--- src/rtl/aq_pkg.sv ---
// Shared CAQ definitions: parser states, tape-format constants and the
// default memory map of the quick-load controller.
package aq_pkg;

    typedef enum logic [2:0] {
        IDLE  = 3'd0,
        SYNC1 = 3'd1,
        NAME  = 3'd2,
        SYNC2 = 3'd3,
        DATA  = 3'd4,
        DONE  = 3'd5,
        ERR   = 3'd6
    } state_e;

    localparam logic [7:0]  SYNC_BYTE = 8'hFF;
    localparam logic [7:0]  SYNC_END  = 8'h00;
    localparam int          NAME_LEN  = 6;

    localparam logic [15:0] LOAD_BASE_DEF = 16'h3901;
    localparam logic [15:0] RAM_TOP_DEF   = 16'h7FFF;
    localparam int unsigned SYNC_MIN_DEF  = 6;
    localparam int unsigned ZERO_RUN_DEF  = 3;

    // A load is in progress whenever the parser sits in one of the
    // byte-consuming states.
    function automatic logic is_parse_state(input state_e s);
        return (s == SYNC1) || (s == NAME) || (s == SYNC2) || (s == DATA);
    endfunction

endpackage

--- src/rtl/caq_quickload_if.sv ---
// Tape RAM read port and main RAM write port seen by the quick loader.
interface caq_quickload_if;
    logic [15:0] tape_addr;
    logic [7:0]  tape_data;
    logic        ram_sel;
    logic [15:0] ram_addr;
    logic [7:0]  ram_dout;
    logic        ram_we;

    modport master (
        output tape_addr,
        input  tape_data,
        output ram_sel,
        output ram_addr,
        output ram_dout,
        output ram_we
    );

    modport slave (
        input  tape_addr,
        output tape_data,
        input  ram_sel,
        input  ram_addr,
        input  ram_dout,
        input  ram_we
    );
endinterface

--- src/rtl/caq_write_sched.sv ---
// Pending-write register plus ce-gap arbiter: a queued byte is put on the
// main RAM port only on a clk_sys cycle the CPU does not own (ce=0).
module caq_write_sched (
    input  logic        clk_sys,
    input  logic        reset,
    input  logic        ce,
    input  logic        push_i,
    input  logic [15:0] addr_i,
    input  logic [7:0]  data_i,
    output logic        ram_sel_o,
    output logic        ram_we_o,
    output logic [15:0] ram_addr_o,
    output logic [7:0]  ram_dout_o,
    output logic        stall_o
);

    logic        pend_q, pend_d;
    logic [15:0] addr_q, addr_d;
    logic [7:0]  data_q, data_d;
    logic        issue;

    // Issue on the first free cycle; a new push reloads the holding register.
    always_comb begin
        issue  = pend_q & ~ce;
        pend_d = pend_q & ~issue;
        addr_d = addr_q;
        data_d = data_q;
        if (push_i) begin
            pend_d = 1'b1;
            addr_d = addr_i;
            data_d = data_i;
        end
    end

    // Holding register; reset drops any queued write so nothing is issued.
    always_ff @(posedge clk_sys) begin
        if (reset) begin
            pend_q <= 1'b0;
            addr_q <= 16'h0000;
            data_q <= 8'h00;
        end else begin
            pend_q <= pend_d;
            addr_q <= addr_d;
            data_q <= data_d;
        end
    end

    assign ram_sel_o  = issue;
    assign ram_we_o   = issue;
    assign ram_addr_o = addr_q;
    assign ram_dout_o = data_q;
    // The parser may only move on once the queued byte leaves this cycle.
    assign stall_o    = pend_q & ce;

endmodule

--- src/rtl/caq_quickload.sv ---
// CAQ fast loader: walks a tape image in tape RAM (leader, name, leader,
// program body) and copies the body into main RAM in CPU-idle cycles.
module caq_quickload
    import aq_pkg::*;
#(
    parameter logic [15:0] LOAD_BASE = LOAD_BASE_DEF,
    parameter logic [15:0] RAM_TOP   = RAM_TOP_DEF,
    parameter int unsigned SYNC_MIN  = SYNC_MIN_DEF,
    parameter int unsigned ZERO_RUN  = ZERO_RUN_DEF
) (
    input  logic            clk_sys,
    input  logic            reset,
    input  logic            ce,
    input  logic            start,
    input  logic [15:0]     length,
    caq_quickload_if.master bus,
    output logic            busy,
    output logic            done,
    output logic            error,
    output logic [15:0]     end_addr,
    output logic [47:0]     name
);

    localparam logic [7:0] SYNC_MIN_B = 8'(SYNC_MIN);
    localparam logic [7:0] ZERO_RUN_B = 8'(ZERO_RUN);
    localparam logic [7:0] NAME_LAST  = 8'(NAME_LEN - 1);

    state_e      state_q, state_d;
    logic        use_q, use_d;          // 0: FETCH (address out), 1: USE (data in)
    logic [15:0] rd_ptr_q, rd_ptr_d;
    logic [15:0] len_q, len_d;
    logic [16:0] wr_ptr_q, wr_ptr_d;    // extra bit so running past 16'hFFFF cannot wrap
    logic [7:0]  cnt_q, cnt_d;          // leader length or name byte index
    logic [7:0]  zero_q, zero_d;
    logic [47:0] name_q, name_d;
    logic        done_q, done_d;
    logic        error_q, error_d;
    logic [15:0] end_addr_q, end_addr_d;
    logic        push;
    logic        stall;
    logic [7:0]  tbyte;

    assign tbyte = bus.tape_data;

    // Parser next-state: one byte per FETCH/USE pair, DATA bytes queued as writes.
    always_comb begin
        state_d    = state_q;
        use_d      = use_q;
        rd_ptr_d   = rd_ptr_q;
        len_d      = len_q;
        wr_ptr_d   = wr_ptr_q;
        cnt_d      = cnt_q;
        zero_d     = zero_q;
        name_d     = name_q;
        done_d     = done_q;
        error_d    = error_q;
        end_addr_d = end_addr_q;
        push       = 1'b0;

        if (!is_parse_state(state_q)) begin
            if (start) begin
                done_d = 1'b0;
                if (length != 16'h0000) begin
                    state_d  = SYNC1;
                    error_d  = 1'b0;
                    name_d   = 48'h0;
                    use_d    = 1'b0;
                    rd_ptr_d = 16'h0000;
                    len_d    = length;
                    wr_ptr_d = {1'b0, LOAD_BASE};
                    cnt_d    = 8'h00;
                    zero_d   = 8'h00;
                end else begin
                    state_d = ERR;
                    error_d = 1'b1;
                end
            end
        end else if (!use_q) begin
            // FETCH: the last queued byte must be on its way before anything else.
            if (state_q == DATA && stall) begin
                use_d = 1'b0;
            end else if (state_q == DATA && zero_q >= ZERO_RUN_B) begin
                state_d    = DONE;
                done_d     = 1'b1;
                end_addr_d = wr_ptr_q[15:0];
            end else if (rd_ptr_q == len_q) begin
                if (state_q == DATA) begin
                    state_d    = DONE;
                    done_d     = 1'b1;
                    end_addr_d = wr_ptr_q[15:0];
                end else begin
                    state_d = ERR;
                    error_d = 1'b1;
                end
            end else begin
                use_d = 1'b1;
            end
        end else begin
            use_d    = 1'b0;
            rd_ptr_d = rd_ptr_q + 16'd1;
            case (state_q)
                SYNC1, SYNC2: begin
                    if (tbyte == SYNC_BYTE) begin
                        if (cnt_q != 8'hFF) cnt_d = cnt_q + 8'd1;
                    end else if (tbyte == SYNC_END && cnt_q >= SYNC_MIN_B) begin
                        state_d = (state_q == SYNC1) ? NAME : DATA;
                        cnt_d   = 8'h00;
                        zero_d  = 8'h00;
                    end else begin
                        state_d = ERR;
                        error_d = 1'b1;
                    end
                end
                NAME: begin
                    name_d = {name_q[39:0], tbyte};
                    if (cnt_q == NAME_LAST) begin
                        state_d = SYNC2;
                        cnt_d   = 8'h00;
                    end else begin
                        cnt_d = cnt_q + 8'd1;
                    end
                end
                DATA: begin
                    if (wr_ptr_q > {1'b0, RAM_TOP}) begin
                        state_d = ERR;
                        error_d = 1'b1;
                    end else begin
                        push     = 1'b1;
                        wr_ptr_d = wr_ptr_q + 17'd1;
                        zero_d   = (tbyte == 8'h00) ? zero_q + 8'd1 : 8'h00;
                    end
                end
                default: begin
                    state_d = state_q;
                end
            endcase
        end
    end

    // Parser state, pointers and sticky status registers.
    always_ff @(posedge clk_sys) begin
        if (reset) begin
            state_q    <= IDLE;
            use_q      <= 1'b0;
            rd_ptr_q   <= 16'h0000;
            len_q      <= 16'h0000;
            wr_ptr_q   <= 17'h00000;
            cnt_q      <= 8'h00;
            zero_q     <= 8'h00;
            name_q     <= 48'h0;
            done_q     <= 1'b0;
            error_q    <= 1'b0;
            end_addr_q <= 16'h0000;
        end else begin
            state_q    <= state_d;
            use_q      <= use_d;
            rd_ptr_q   <= rd_ptr_d;
            len_q      <= len_d;
            wr_ptr_q   <= wr_ptr_d;
            cnt_q      <= cnt_d;
            zero_q     <= zero_d;
            name_q     <= name_d;
            done_q     <= done_d;
            error_q    <= error_d;
            end_addr_q <= end_addr_d;
        end
    end

    caq_write_sched u_sched (
        .clk_sys    (clk_sys),
        .reset      (reset),
        .ce         (ce),
        .push_i     (push),
        .addr_i     (wr_ptr_q[15:0]),
        .data_i     (tbyte),
        .ram_sel_o  (bus.ram_sel),
        .ram_we_o   (bus.ram_we),
        .ram_addr_o (bus.ram_addr),
        .ram_dout_o (bus.ram_dout),
        .stall_o    (stall)
    );

    assign bus.tape_addr = rd_ptr_q;
    assign busy          = is_parse_state(state_q);
    assign done          = done_q;
    assign error         = error_q;
    assign end_addr      = end_addr_q;
    assign name          = name_q;

endmodule

--- src/flat_wrapper.sv ---
// flat-port wrapper written by rule: the top's interface ports become plain ports
module caq_quickload_flat import aq_pkg::*;
#(
    parameter logic [15:0] LOAD_BASE = LOAD_BASE_DEF,
    parameter logic [15:0] RAM_TOP   = RAM_TOP_DEF,
    parameter int unsigned SYNC_MIN  = SYNC_MIN_DEF,
    parameter int unsigned ZERO_RUN  = ZERO_RUN_DEF
)
  (clk_sys, reset, ce, start, length, busy, done, error, end_addr, name, bus_tape_addr, bus_tape_data, bus_ram_sel, bus_ram_addr, bus_ram_dout, bus_ram_we);
  caq_quickload_if bus_i ();
  input  logic clk_sys;
  input  logic reset;
  input  logic ce;
  input  logic start;
  input  logic [15:0] length;
  output logic busy;
  output logic done;
  output logic error;
  output logic [15:0] end_addr;
  output logic [47:0] name;
  output wire logic [$bits(bus_i.tape_addr)-1:0] bus_tape_addr;
  input wire logic [$bits(bus_i.tape_data)-1:0] bus_tape_data;
  output wire logic [$bits(bus_i.ram_sel)-1:0] bus_ram_sel;
  output wire logic [$bits(bus_i.ram_addr)-1:0] bus_ram_addr;
  output wire logic [$bits(bus_i.ram_dout)-1:0] bus_ram_dout;
  output wire logic [$bits(bus_i.ram_we)-1:0] bus_ram_we;
  assign bus_tape_addr = bus_i.tape_addr;
  assign bus_i.tape_data = bus_tape_data;
  assign bus_ram_sel = bus_i.ram_sel;
  assign bus_ram_addr = bus_i.ram_addr;
  assign bus_ram_dout = bus_i.ram_dout;
  assign bus_ram_we = bus_i.ram_we;
  caq_quickload #(.LOAD_BASE(LOAD_BASE), .RAM_TOP(RAM_TOP), .SYNC_MIN(SYNC_MIN), .ZERO_RUN(ZERO_RUN)) u_core (.clk_sys(clk_sys), .reset(reset), .ce(ce), .start(start), .length(length), .bus(bus_i), .busy(busy), .done(done), .error(error), .end_addr(end_addr), .name(name));
endmodule
--- config.mk ---
export PLATFORM = sky130hd
export DESIGN_NAME = caq_quickload_flat
export DESIGN_NICKNAME = d
export VERILOG_FILES = /design/src/rtl/aq_pkg.sv /design/src/rtl/caq_quickload_if.sv /design/src/rtl/caq_write_sched.sv /design/src/rtl/caq_quickload.sv /design/src/flat_wrapper.sv
export SDC_FILE = /design/constraint.sdc
export NUM_CORES = 1
export LEC_CHECK = 0
export BUFFER_PORTS_ARGS = -buffer_cell sky130_fd_sc_hd__buf_2
export CORE_MARGIN = 4
export CORE_UTILIZATION = 35
export CTS_BUF_LIST = sky130_fd_sc_hd__clkbuf_4 sky130_fd_sc_hd__clkbuf_8
export CTS_CLUSTER_SIZE = 10
export DETAILED_ROUTE_END_ITERATION = 10
export GPL_ROUTABILITY_DRIVEN = 0
export PLACE_DENSITY = 0.68
export RECOVER_POWER = 50
export SLEW_MARGIN = 20
export SYNTH_ARGS = -nofsm -noshare
export SYNTH_HDL_FRONTEND = slang
export SYNTH_SLANG_ARGS = --single-unit
--- constraint.sdc ---
create_clock -name clk_sys -period 2.1 [get_ports clk_sys]
set_input_delay 0.105 -clock clk_sys [delete_from_list [all_inputs] [get_ports clk_sys]]
set_output_delay 0.105 -clock clk_sys [all_outputs]
set_load 0.02 [all_outputs]
==> run metrics <==
Max FO, Critical Path 7; net count after synthesis 796; largest net degree at the start of global routing 94; CP cell instances dlygate4sd3_1, buf_2, nor4_1, nand4_1, buf_4, buf_4, a31o_2, nand4_1, buf_4, nor3b_1, a221o_1; most frequent cells in the layout dfxtp_1, nor2_1, clkbuf_1; worst setup margin -0.0113 ns; Yosys cell types 57; grt met1 use 23.8%; Worst-path clk slew 0.09 ns; worst endpoint required time 2.45 ns; DRT antenna net count 0; Initial Utilization 35.9%; antenna violations before repair 0; CTS tree built; Vert. Die Dim 147 microns; worst vdd ir 0.490 mV; die area 21,700 sq um; Detail Placement HPWL 13,700 microns; DR iter-0 viols 557; Via density 5.10; CTS H-tree depth 4; IO Pins 137; Placement Rows 50; final wirelength 19,800 microns; Synth area leader dfxtp_1; final hold vios 0; Storage cell area 3230 sq um; RSZ-0062 raised after global routing true; GR Util All Layers 17.9%; drt wl/cell 15.6 microns; P_leak 3.31 nW; vias in the first global route 6,134; # fillers 1,922; run status finished, violations left; share of the synthesized area in the top cell type 47.2%; EDFF count, synth 0; CP max stage delay 0.55 ns; top post-synthesis cells by area dfxtp_1, nor2_1, a22oi_1; DP Cell Count 1,206; Slew Limit Fails 0; Post-route DRC 0; Hold Slack 0.0412 ns; Yosys Warn Count 0; Crit path buffers/inverters 5; Root Buffer clkbuf_8; period utilization 101%; Min-Delay Path Class input port to register; most used cell, CP buf_4; # port buffers 136; Worst Path Arrival 2.46 ns; busiest grt layer met2; violated checks setup timing; first-pass GRT wire length 31,900 microns; Crit Path Class input port to register; via count 6,450; synthesis-to-layout area growth 32.5%; Least-Margin Pin Slew 0.499 ns; Placeable Area 18,900 sq um; slew margin rel. 66.7%; power per cell area 927 nW/um^2; layout cell share with drive strength beyond 1 20.8%; Post-synth top flop dfxtp_1; Synth Instances 762; GRT met3 Usage 4.32%; sequential area share after synthesis 47.2%; Max Cap Viol 0; M2 GR Usage 28.8%; Final Setup Violations 5; Non-Filler Instances 1,265; Worst path slowest cell dlygate4sd3_1; Pre-antenna DRT Iters 5; clk_lat worst skew 0.46 ns; Multi-input gate area 3440 sq um; setup TNS -0.0361 ns; nets 1,027; Tmin final 2.11 ns; FFs w/ async S/R, synth 0%; Synth Area per Inst 8.91 sq um; commonest non-fill, non-tap cell in the layout dfxtp_1; DIE WIDTH 147 microns; Seq cells post-synth 160; post-place setup slack -0.154 ns; Final Skew 0.0153 ns; crit-path leading delay family buffers and inverters; area of the mapped netlist 6790 sq um; CP Launch Type input port; Max clock buf depth 2; total CTS buffers 17; clk sink count 160; PnR Total Power 8.33 mW; Peak Freq 474 MHz; antenna cell count 0; grt ovf 0; CP Capture Type register
-- worst paths after layout --
path                                                   start                           end  slack [ns]  depth (start not counted)
worst min-delay path                        bus_tape_data[5]                u_core.name[5]        0.04                          4
worst max-delay path                               length[9]              u_core.zero_q[2]       -0.01                         11
worst max register to register             u_core.state_q[2]           u_core.wr_ptr_q[13]       -0.01                          6
worst min register to register  u_core.u_sched.ram_addr_o[6]  u_core.u_sched.ram_addr_o[6]        0.46                          2
-- synthesized netlist by cell type, drive strengths merged, types with 7 or more instances --
library cell,n
or3,7
nand4,17
nor3,10
and3,7
a21oi,36
a22oi,50
o21ai,14
nand2,77
nor2,121
dfxtp,160
nand3,21
nor3b,7
clkbuf,37
buf,11
xnor2,36
mux2i,34
nor4,20
inv,10
o31ai,10
o21a,7
-- registers in the layout (all words and copies together), names as in the netlist, 8 cells and up --
signal	cells
u_core.len_q	16
u_core.zero_q	8
u_core.wr_ptr_q	17
u_core.name	48
u_core.u_sched.ram_dout_o	8
u_core.cnt_q	8
u_core.end_addr	16
u_core.u_sched.ram_addr_o	16
u_core.bus.tape_addr	16
-- where the power goes --
group / internal (mW) / switching [mW] / total, mW
sequential: 3.20 / 0.123 / 3.32
clock: 1.01 / 1.15 / 2.17
combinational: 1.22 / 1.63 / 2.84
total: 5.43 / 2.91 / 8.33
-- kinds of logic (layout without fill, tap and decap cells) --
family	count (synthesis)	after routing	synth area share, %
AOI/OAI and AO/OA	146	146	15.4
xor gates and xnor gates	39	39	5.03
adders and majority gates	6	6	1.11
buffers and inverters	58	301	3.48
DFF	160	160	47.2
muxes	35	35	5.18
and+or+nand+nor	318	318	22.6
-- repair_timing --
action	4_1_cts	5_1_grt
hold buffers	21	0
pin swaps	1	12
setup endpoints to repair	10	67
buffers inserted	0	6
gates cloned	0	1
hold endpoints to repair	22	0
resized for setup	4	31
-- worst min-delay path, cell delays in order --
cell and delay (ns):
buf_2 0.09, buf_4 0.11, a22oi_1 0.07, nor2_1 0.08
-- layer usage --
| metal | wire (microns) | part of all wire [%] |
|---|---|---|
| met4 | 311 | 1.6 |
| met1 | 8980 | 45 |
| met5 | 0 | 0 |
| met3 | 1210 | 6.1 |
| met2 | 9290 | 47 |
-- stage by stage --
step           util (%)  instance area [sq um]
6_report           47.6                   8990
5_1_grt            47.6                   8990
4_1_cts            47.7                   9000
3_5_place_dp       44.5                   8410
3_3_place_gp       44.5                   8410
2_1_floorplan         -                   6830
-- layout make-up --
| cell class | count | area share (%) |
|---|---|---|
| Clock inverter | 9 | 0.974 |
| Tap cell | 260 | 3.62 |
| Timing Repair Buffer | 260 | 17.7 |
| Multi-Input combinational cell | 544 | 38.3 |
| Sequential cell | 160 | 35.9 |
| Inverter | 10 | 0.417 |
| Clock buffer | 22 | 3.09 |
No activity file was read; power rests on OpenSTA's default activity.
